==> src/rtl/fft_stream_host.sv <==
// Host-side streaming bridge for the FFT core: buffers upstream samples into the
// core's AR* sample bus and collects AW* results into a downstream valid/ready stream.
module fft_stream_host #(
    parameter int N     = 4,
    parameter int DEPTH = 16,
    parameter int DW    = 32
) (
    input  logic          clk,
    input  logic          n_Reset,
    input  logic          start,
    input  logic [11:0]   frame_len,
    input  logic [DW-1:0] s_data,
    input  logic          s_valid,
    output logic          s_ready,
    output logic [DW-1:0] ARDATA,
    output logic          ARVALID,
    input  logic          ARREADY,
    input  logic [N:0]    ARBURST,
    input  logic [DW-1:0] AWDATA,
    input  logic          AWVALID,
    output logic          AWREADY,
    input  logic [N:0]    AWBURST,
    output logic [DW-1:0] m_data,
    output logic          m_valid,
    input  logic          m_ready,
    output logic          busy,
    output logic          done,
    output logic          proto_err,
    output logic [11:0]   sent_cnt,
    output logic [11:0]   recv_cnt
);

    // state | meaning
    // IDLE  | waiting for start; samples may still be prefetched
    // SEND  | presenting frame samples to the core on AR*
    // RECV  | accepting frame results from the core on AW*
    // DONE  | one-cycle completion pulse
    typedef enum logic [1:0] {ST_IDLE, ST_SEND, ST_RECV, ST_DONE} state_t;

    localparam int AW = $clog2(DEPTH);
    localparam int CW = AW + 1;

    state_t        state_q, state_d;
    logic [11:0]   len_q, len_d;
    logic [11:0]   sent_q, sent_d;
    logic [11:0]   recv_q, recv_d;
    logic          err_q, err_d;

    logic [DW-1:0] s_mem_q [DEPTH];
    logic [AW-1:0] s_wptr_q, s_wptr_d, s_rptr_q, s_rptr_d;
    logic [CW-1:0] s_cnt_q, s_cnt_d;
    logic [DW-1:0] r_mem_q [DEPTH];
    logic [AW-1:0] r_wptr_q, r_wptr_d, r_rptr_q, r_rptr_d;
    logic [CW-1:0] r_cnt_q, r_cnt_d;

    logic s_full, s_empty, s_push, s_pop;
    logic r_full, r_empty, r_push, r_pop;

    // Burst indices are carried on the bus for the core's benefit only.
    logic unused_burst;
    assign unused_burst = ^{ARBURST, AWBURST};

    assign s_full  = (s_cnt_q == CW'(DEPTH));
    assign s_empty = (s_cnt_q == '0);
    assign r_full  = (r_cnt_q == CW'(DEPTH));
    assign r_empty = (r_cnt_q == '0);

    assign s_ready = ~s_full;
    assign ARVALID = (state_q == ST_SEND) & ~s_empty;
    assign ARDATA  = s_empty ? '0 : s_mem_q[s_rptr_q];
    assign AWREADY = (state_q == ST_RECV) & ~r_full;
    assign m_valid = ~r_empty;
    assign m_data  = r_empty ? '0 : r_mem_q[r_rptr_q];

    assign s_push = s_valid & s_ready;
    assign s_pop  = ARVALID & ARREADY;
    assign r_push = AWVALID & AWREADY;
    assign r_pop  = m_valid & m_ready;

    assign busy      = (state_q != ST_IDLE);
    assign done      = (state_q == ST_DONE);
    assign proto_err = err_q;
    assign sent_cnt  = sent_q;
    assign recv_cnt  = recv_q;

    always_comb begin
        s_wptr_d = s_push ? s_wptr_q + AW'(1) : s_wptr_q;
        s_rptr_d = s_pop  ? s_rptr_q + AW'(1) : s_rptr_q;
        s_cnt_d  = s_cnt_q;
        if (s_push && !s_pop) begin
            s_cnt_d = s_cnt_q + CW'(1);
        end else if (!s_push && s_pop) begin
            s_cnt_d = s_cnt_q - CW'(1);
        end
        r_wptr_d = r_push ? r_wptr_q + AW'(1) : r_wptr_q;
        r_rptr_d = r_pop  ? r_rptr_q + AW'(1) : r_rptr_q;
        r_cnt_d  = r_cnt_q;
        if (r_push && !r_pop) begin
            r_cnt_d = r_cnt_q + CW'(1);
        end else if (!r_push && r_pop) begin
            r_cnt_d = r_cnt_q - CW'(1);
        end
    end

    always_comb begin
        state_d = state_q;
        len_d   = len_q;
        sent_d  = sent_q;
        recv_d  = recv_q;
        err_d   = err_q;
        case (state_q)
            ST_IDLE: begin
                if (start) begin
                    if (frame_len == 12'd0) begin
                        err_d = 1'b1;
                    end else begin
                        len_d   = frame_len;
                        sent_d  = 12'd0;
                        recv_d  = 12'd0;
                        err_d   = 1'b0;
                        state_d = ST_SEND;
                    end
                end
            end
            ST_SEND: begin
                if (s_pop) begin
                    sent_d = sent_q + 12'd1;
                    if (sent_q == len_q - 12'd1) state_d = ST_RECV;
                end
            end
            ST_RECV: begin
                if (r_push) begin
                    recv_d = recv_q + 12'd1;
                    if (recv_q == len_q - 12'd1) state_d = ST_DONE;
                end
            end
            default: state_d = ST_IDLE;
        endcase
        // A result offered before the frame has been sent is an error, even alongside start.
        if (AWVALID && (state_q == ST_IDLE || state_q == ST_SEND)) err_d = 1'b1;
    end

    always_ff @(posedge clk or negedge n_Reset) begin
        if (!n_Reset) begin
            state_q  <= ST_IDLE;
            len_q    <= '0;
            sent_q   <= '0;
            recv_q   <= '0;
            err_q    <= 1'b0;
            s_wptr_q <= '0;
            s_rptr_q <= '0;
            s_cnt_q  <= '0;
            r_wptr_q <= '0;
            r_rptr_q <= '0;
            r_cnt_q  <= '0;
        end else begin
            state_q  <= state_d;
            len_q    <= len_d;
            sent_q   <= sent_d;
            recv_q   <= recv_d;
            err_q    <= err_d;
            s_wptr_q <= s_wptr_d;
            s_rptr_q <= s_rptr_d;
            s_cnt_q  <= s_cnt_d;
            r_wptr_q <= r_wptr_d;
            r_rptr_q <= r_rptr_d;
            r_cnt_q  <= r_cnt_d;
        end
    end

    always_ff @(posedge clk) begin
        if (s_push) s_mem_q[s_wptr_q] <= s_data;
        if (r_push) r_mem_q[r_wptr_q] <= AWDATA;
    end

endmodule

==> config.mk <==
export PLATFORM = sky130hd
export DESIGN_NAME = fft_stream_host
export DESIGN_NICKNAME = d
export VERILOG_FILES = /design/src/rtl/fft_stream_host.sv
export SDC_FILE = /design/constraint.sdc
export NUM_CORES = 1
export LEC_CHECK = 0
export BUFFER_PORTS_ARGS = -buffer_cell sky130_fd_sc_hd__buf_2
export CAP_MARGIN = 15
export CORE_MARGIN = 2
export CORE_UTILIZATION = 40
export CTS_CLUSTER_DIAMETER = 150
export DETAILED_ROUTE_END_ITERATION = 8
export PLACE_DENSITY = 0.64
export SYNTH_ARGS = -nofsm -noshare
export SYNTH_HDL_FRONTEND = slang
export SYNTH_SLANG_ARGS = --single-unit
export TNS_END_PERCENT = 30
==> constraint.sdc <==
create_clock -name clk -period 9.5 [get_ports clk]
set_clock_uncertainty 0.2 [all_clocks]
set_input_delay 0.95 -clock clk [delete_from_list [all_inputs] [get_ports clk]]
set_output_delay 0.95 -clock clk [all_outputs]
set_load 0.01 [all_outputs]
Word-level counts from Yosys, hierarchy flattened --
Memory sizes are Yosys's and may differ from the RTL's. Index checks and enable logic that the tools add are counted.
Operators by class: bitwise gates (word level) 11, mux-type cells 27, reductions and logical operators 26, equality and inequality tests 13, $add $sub $neg 11
Operators with widths (number):
- 2-to-1 mux 32 bit | 2
- 2-to-1 mux 12 bit | 4
- case mux 12 bit (2 select lines) | 2
- adder 12 x 1 -> 12 bit (second input constant) | 2
- equality test 12 bit | 2
- 2-to-1 mux 5 bit | 4
- adder 4 x 1 -> 4 bit (second input constant) | 4
- nonzero test 2 bit | 7
- zero test 12 bit | 1
- 2-to-1 mux 2 bit | 6
- subtractor 12 x 1 -> 12 bit (second input constant) | 1
- adder 5 x 1 -> 5 bit (second input constant) | 2
- equality test 5 bit (second input constant) | 2
- zero test 5 bit | 2
- subtractor 5 x 1 -> 5 bit (second input constant) | 2
- 2-to-1 mux 1 bit | 8
- != test 2 bit (second input constant) | 4
- AND reduction 4 bit | 2
- bitwise AND 1 bit | 6
- case mux 2 bit (3 select lines) | 1
- AND reduction 6 bit | 1
- logical AND 1 bit | 5
- inverter 1 bit | 5
- equality test 2 bit (second input constant) | 2
- other kinds (7) | 11
Word-level totals: memories kept 2, output and inout bits 95, bits of input ports 93, logic and storage cells 101, RAM bits 1024, bits in registers 65
Memory list:
- r_mem_q | words 16, width 32, read ports 1, clocked after Yosys merged registers in 0, write ports 1, line 52 | logic [DW-1:0] r_mem_q [DEPTH];
- s_mem_q | words 16, width 32, read ports 1, clocked after Yosys merged registers in 0, write ports 1, line 49 | logic [DW-1:0] s_mem_q [DEPTH];

Depth between registers and ports, before layout --
word-level depth 8, mapped depth 13

Least setup slack after synthesis --
OpenSTA, ideal clock, no wires.
kind input port to flip-flop, start point input AWVALID, end point memory r_mem_q[3][0], enable pin, arrival time 3.738 ns, library setup time 0.461 ns, cell stages on the path 4, slack 5.101 ns, path buffers 1, required time 8.839 ns, cells stage by stage and3_1 > clkbuf_1 > nand2_1 > nor3_1
Between the ends: longest elaborated chain between the ends 3
RTL lines:
- start, declared | line 20 | input logic AWVALID,
- bitwise AND 1 bit | line 77 | assign r_push = AWVALID & AWREADY;
- named net r_push | line 57 | logic r_full, r_empty, r_push, r_pop;
- 2-to-1 mux 1 bit | line 173 | if (r_push) r_mem_q[r_wptr_q] <= AWDATA;
- 2-to-1 mux 1 bit (not written as such) | line 173
- end, declared | line 52
The timed path passes the listed nets, and every way through them passes these cells.

Worst setup path after layout --
start point register r_rptr_q[0], end point output m_data[29]
Between the ends: longest elaborated chain between the ends 2
RTL lines:
- start, declared | line 53 | logic [AW-1:0] r_wptr_q, r_wptr_d, r_rptr_q, r_rptr_d;
- start signal, assigned | line 166 | r_rptr_q <= r_rptr_d;
- memory read (16 x 32 bit)
- 2-to-1 mux 32 bit | line 73 | assign m_data = r_empty ? '0 : r_mem_q[r_rptr_q];
- end, declared | line 23 | output logic [DW-1:0] m_data,
No other way between the ends.

==> impl_metrics.yaml <==
sta:
  setup_violations: 0
  hold_viol_final: 0
  max_slew_margin: 0.3002
  period_needed_ns: 5.153
  max_freq_mhz: 194.1
  finalCritPeriodShare: 0.5424
  rsz0062_at_grt: "no"
  slew_violations: 0
  tns_ns: 0
  tightest_slew_ns: 1.050
die:
  start_util: 0.4029
  ioPinCount: 188
  fp.dieW_um: 332.1
  fp.dieH_um: 332.1
  die_area_um2: 110300
  core_area_um2: 106900
  fp-row-count: 120
synth:
  synth_seq_area_share: 0.7518
  async_flop_share: 0.05969
  yosys-mux-area-fraction: 0.1733
  synth_xor_xnor_area_share: 0.009471
  synth_common_cells: "edfxtp_1, mux4_2, clkbuf_1"
  yosys.area.top_type: "edfxtp_1"
  netlist-cell-type-count: 56
  synth-compound-area-share: 0.01313
  synth_area_leaders: "edfxtp_1, mux4_2, dfrtp_1"
  avgSynthCellArea_um2: 21.74
  syn-num-nets: 2101
  yosys.area_share.simple: 0.03251
  yosysWarnings: 0
  synth_ff_type: "edfxtp_1"
  synth_top_area_share: 0.7140
  syn-instance-count: 1981
  ys_ff_latch: 1089
  synth_top_family_by_area: "multiplexers"
  synth_edf_count: 1024
  syn_area_um2: 43070
  synth.most_common_cell: "edfxtp_1"
  synth_fa_ha_area_frac: 0.008193
drt:
  dr_total_vias: 20410
  post_drt_wl_per_cell_um: 25.45
  routed_wl_mm: 94.08
  drt_iter0_drc: 1986
  antenna_left: 0
  first_pass_iters: 5
  drcViolationCount: 0
  viasPerCell: 5.522
clock_network:
  cts_buffer_depth: 3
  cts_inserted_buffers: 107
  clk_pin_slew_ns: 0.06
  clockRootBuffer: "clkbuf_16"
  cts.sinks: 1089
  post_cts_buffers: 0
  htree_num_levels: 3
  post_cts_resized: 0
  cts_hold_buf: 0
  cts_tree: "yes"
  insertion_delay_ns: 0.71
global_route:
  grtUsageTotal: 0.1692
  grt_pass1_vias: 21240
  antenna_found_initial: 17
  grt_max_degree: 105
  grt_pass1_wl_mm: 138.5
  grt_overflow: 0
finish:
  n_fill_cell: 8774
  drive_gt1_frac: 0.3339
  final_nets: 2328
  syn_to_final_growth_pct: 14.94
  fin_util: 0.4631
pwr:
  ir_drop_mv: 0.2118
  powerDensity_nw_per_um2: 294.1
  power_leakage_nw: 16.00
setup_path:
  crit_fanout: 52
  crit_family: "multiplexers"
  r2r_start: "r_cnt_q[0]"
  worstSetupPathType: "flop to output pin"
  critPathBufInv: 2
  worstSetupEndpointType: "output pin"
  cp.required_ns: 8.35
  timing.critical_path.mode_cell: "mux4_2"
  path_cells: "buf_4, mux4_2, mux4_2, and2_1, buf_2"
  critPathLaunchType: "flop"
  startpoint: "r_rptr_q[0]"
  cpPeakStageDelay_ns: 0.92
  crit_slowest_cell: "dfrtp_4"
  arrival_ns: 4.00
placed_design:
  portBuffers: 177
  gp_congestion: 0.8160
  hpwl_mm: 48.85
status:
  run_status: "complete, no violations"
worst_hold_path:
  hp-class: "primary input to async pin"
job:
  drv_cap: 0
==> logic make-up after synthesis <==
logic type                 Yosys count
DFF                               1089
muxes                              343
and+or+nand+nor                    261
buffers and inverters              131
AOI/OAI and AO/OA                   85
xor gates and xnor gates            45
adders and majority gates           27
==> registers in the layout, summed over array words and instances (netlist names), 5 cells and up <==
signal    flops
len_q        12
recv_cnt     12
r_mem_q     512
s_mem_q     512
r_cnt_q       5
sent_cnt     12
s_cnt_q       5
==> where the power goes <==
| group | switching [mW] | internal [mW] |
|---|---|---|
| clock network | 1.81 | 2.46 |
| registers | 0.394 | 5.66 |
| logic | 2.11 | 2.12 |
| total | 4.31 | 10.2 |
==> cell type report <==
type | instances | area (um^2) | share of cell area
Multi-Input combinational cell | 761 | 10420 | 0.2105
Sequential cell | 1089 | 32400 | 0.6545
Inverter | 23 | 86.33 | 0.001744
Tap cell | 1403 | 1755 | 0.03546
Antenna cell | 2 | 5.005 | 0.0001011
Clock buffer | 125 | 2745 | 0.05546
Timing Repair Buffer | 226 | 1286 | 0.02598
Clock inverter | 67 | 805.8 | 0.01628
==> layer usage <==
layer  global-route usage  wire [um]
met2               0.2876      48440
met1               0.2229      37880
met5                    0         88
met3              0.03275       5496
met4              0.04681       2170
==> worst paths after layout <==
path,endpoint,slack [ns],cells after the start
worst max-delay path,m_data[29],4.35,5
worst min-delay path,len_q[0],0.25,2
worst max register to register,r_cnt_q[4],5.37,11
worst min register to register,proto_err,0.31,1
max in group asynchronous,r_rptr_q[1],8.12,2
min in group clk,len_q[0],0.29,2
==> cells in the final DEF (no fill, tap or decap), types with 5 or more instances in the layout <==
cell,Yosys,final
a21oi_1,15,15
clkinv_2,0,16
ha_1,25,25
and3_1,5,5
a21o_1,9,9
buf_4,0,47
a22o_1,10,10
nor3_1,19,11
clkbuf_1,77,18
o31ai_1,6,6
o21ai_0,24,24
clkinv_1,0,21
nor2_4,0,25
nor2_1,54,29
inv_6,0,5
clkbuf_16,0,107
nand4_1,6,6
mux4_2,320,320
inv_1,23,23
xnor2_1,32,32
nor2b_1,40,40
buf_2,1,177
nor4_1,10,10
mux2_2,18,18
nand3_1,20,20
edfxtp_1,1024,1024
xor2_1,12,12
or3_1,7,7
bufinv_16,0,14
and2_1,35,35
nand2_1,35,35
dfrtp_1,65,57
nand2b_1,11,10
nor3_2,1,9
==> through the flow <==
step	cells	power, mW	hold slack (ns)	setup slack (ns)	instance area, um^2
floorplan	1981	9.045	0.2756	5.101	43070
CTS	3693	14.74	0.2323	4.158	49470
global placement	3501	10.37	0.2714	4.958	45920
detailed placement	3501	10.45	0.2943	4.896	45920
finish	3696	14.56	0.2468	4.347	49500
global route	3694	15.20	0.2680	4.005	49500
Note: power is estimated with default switching activity, not from simulation.
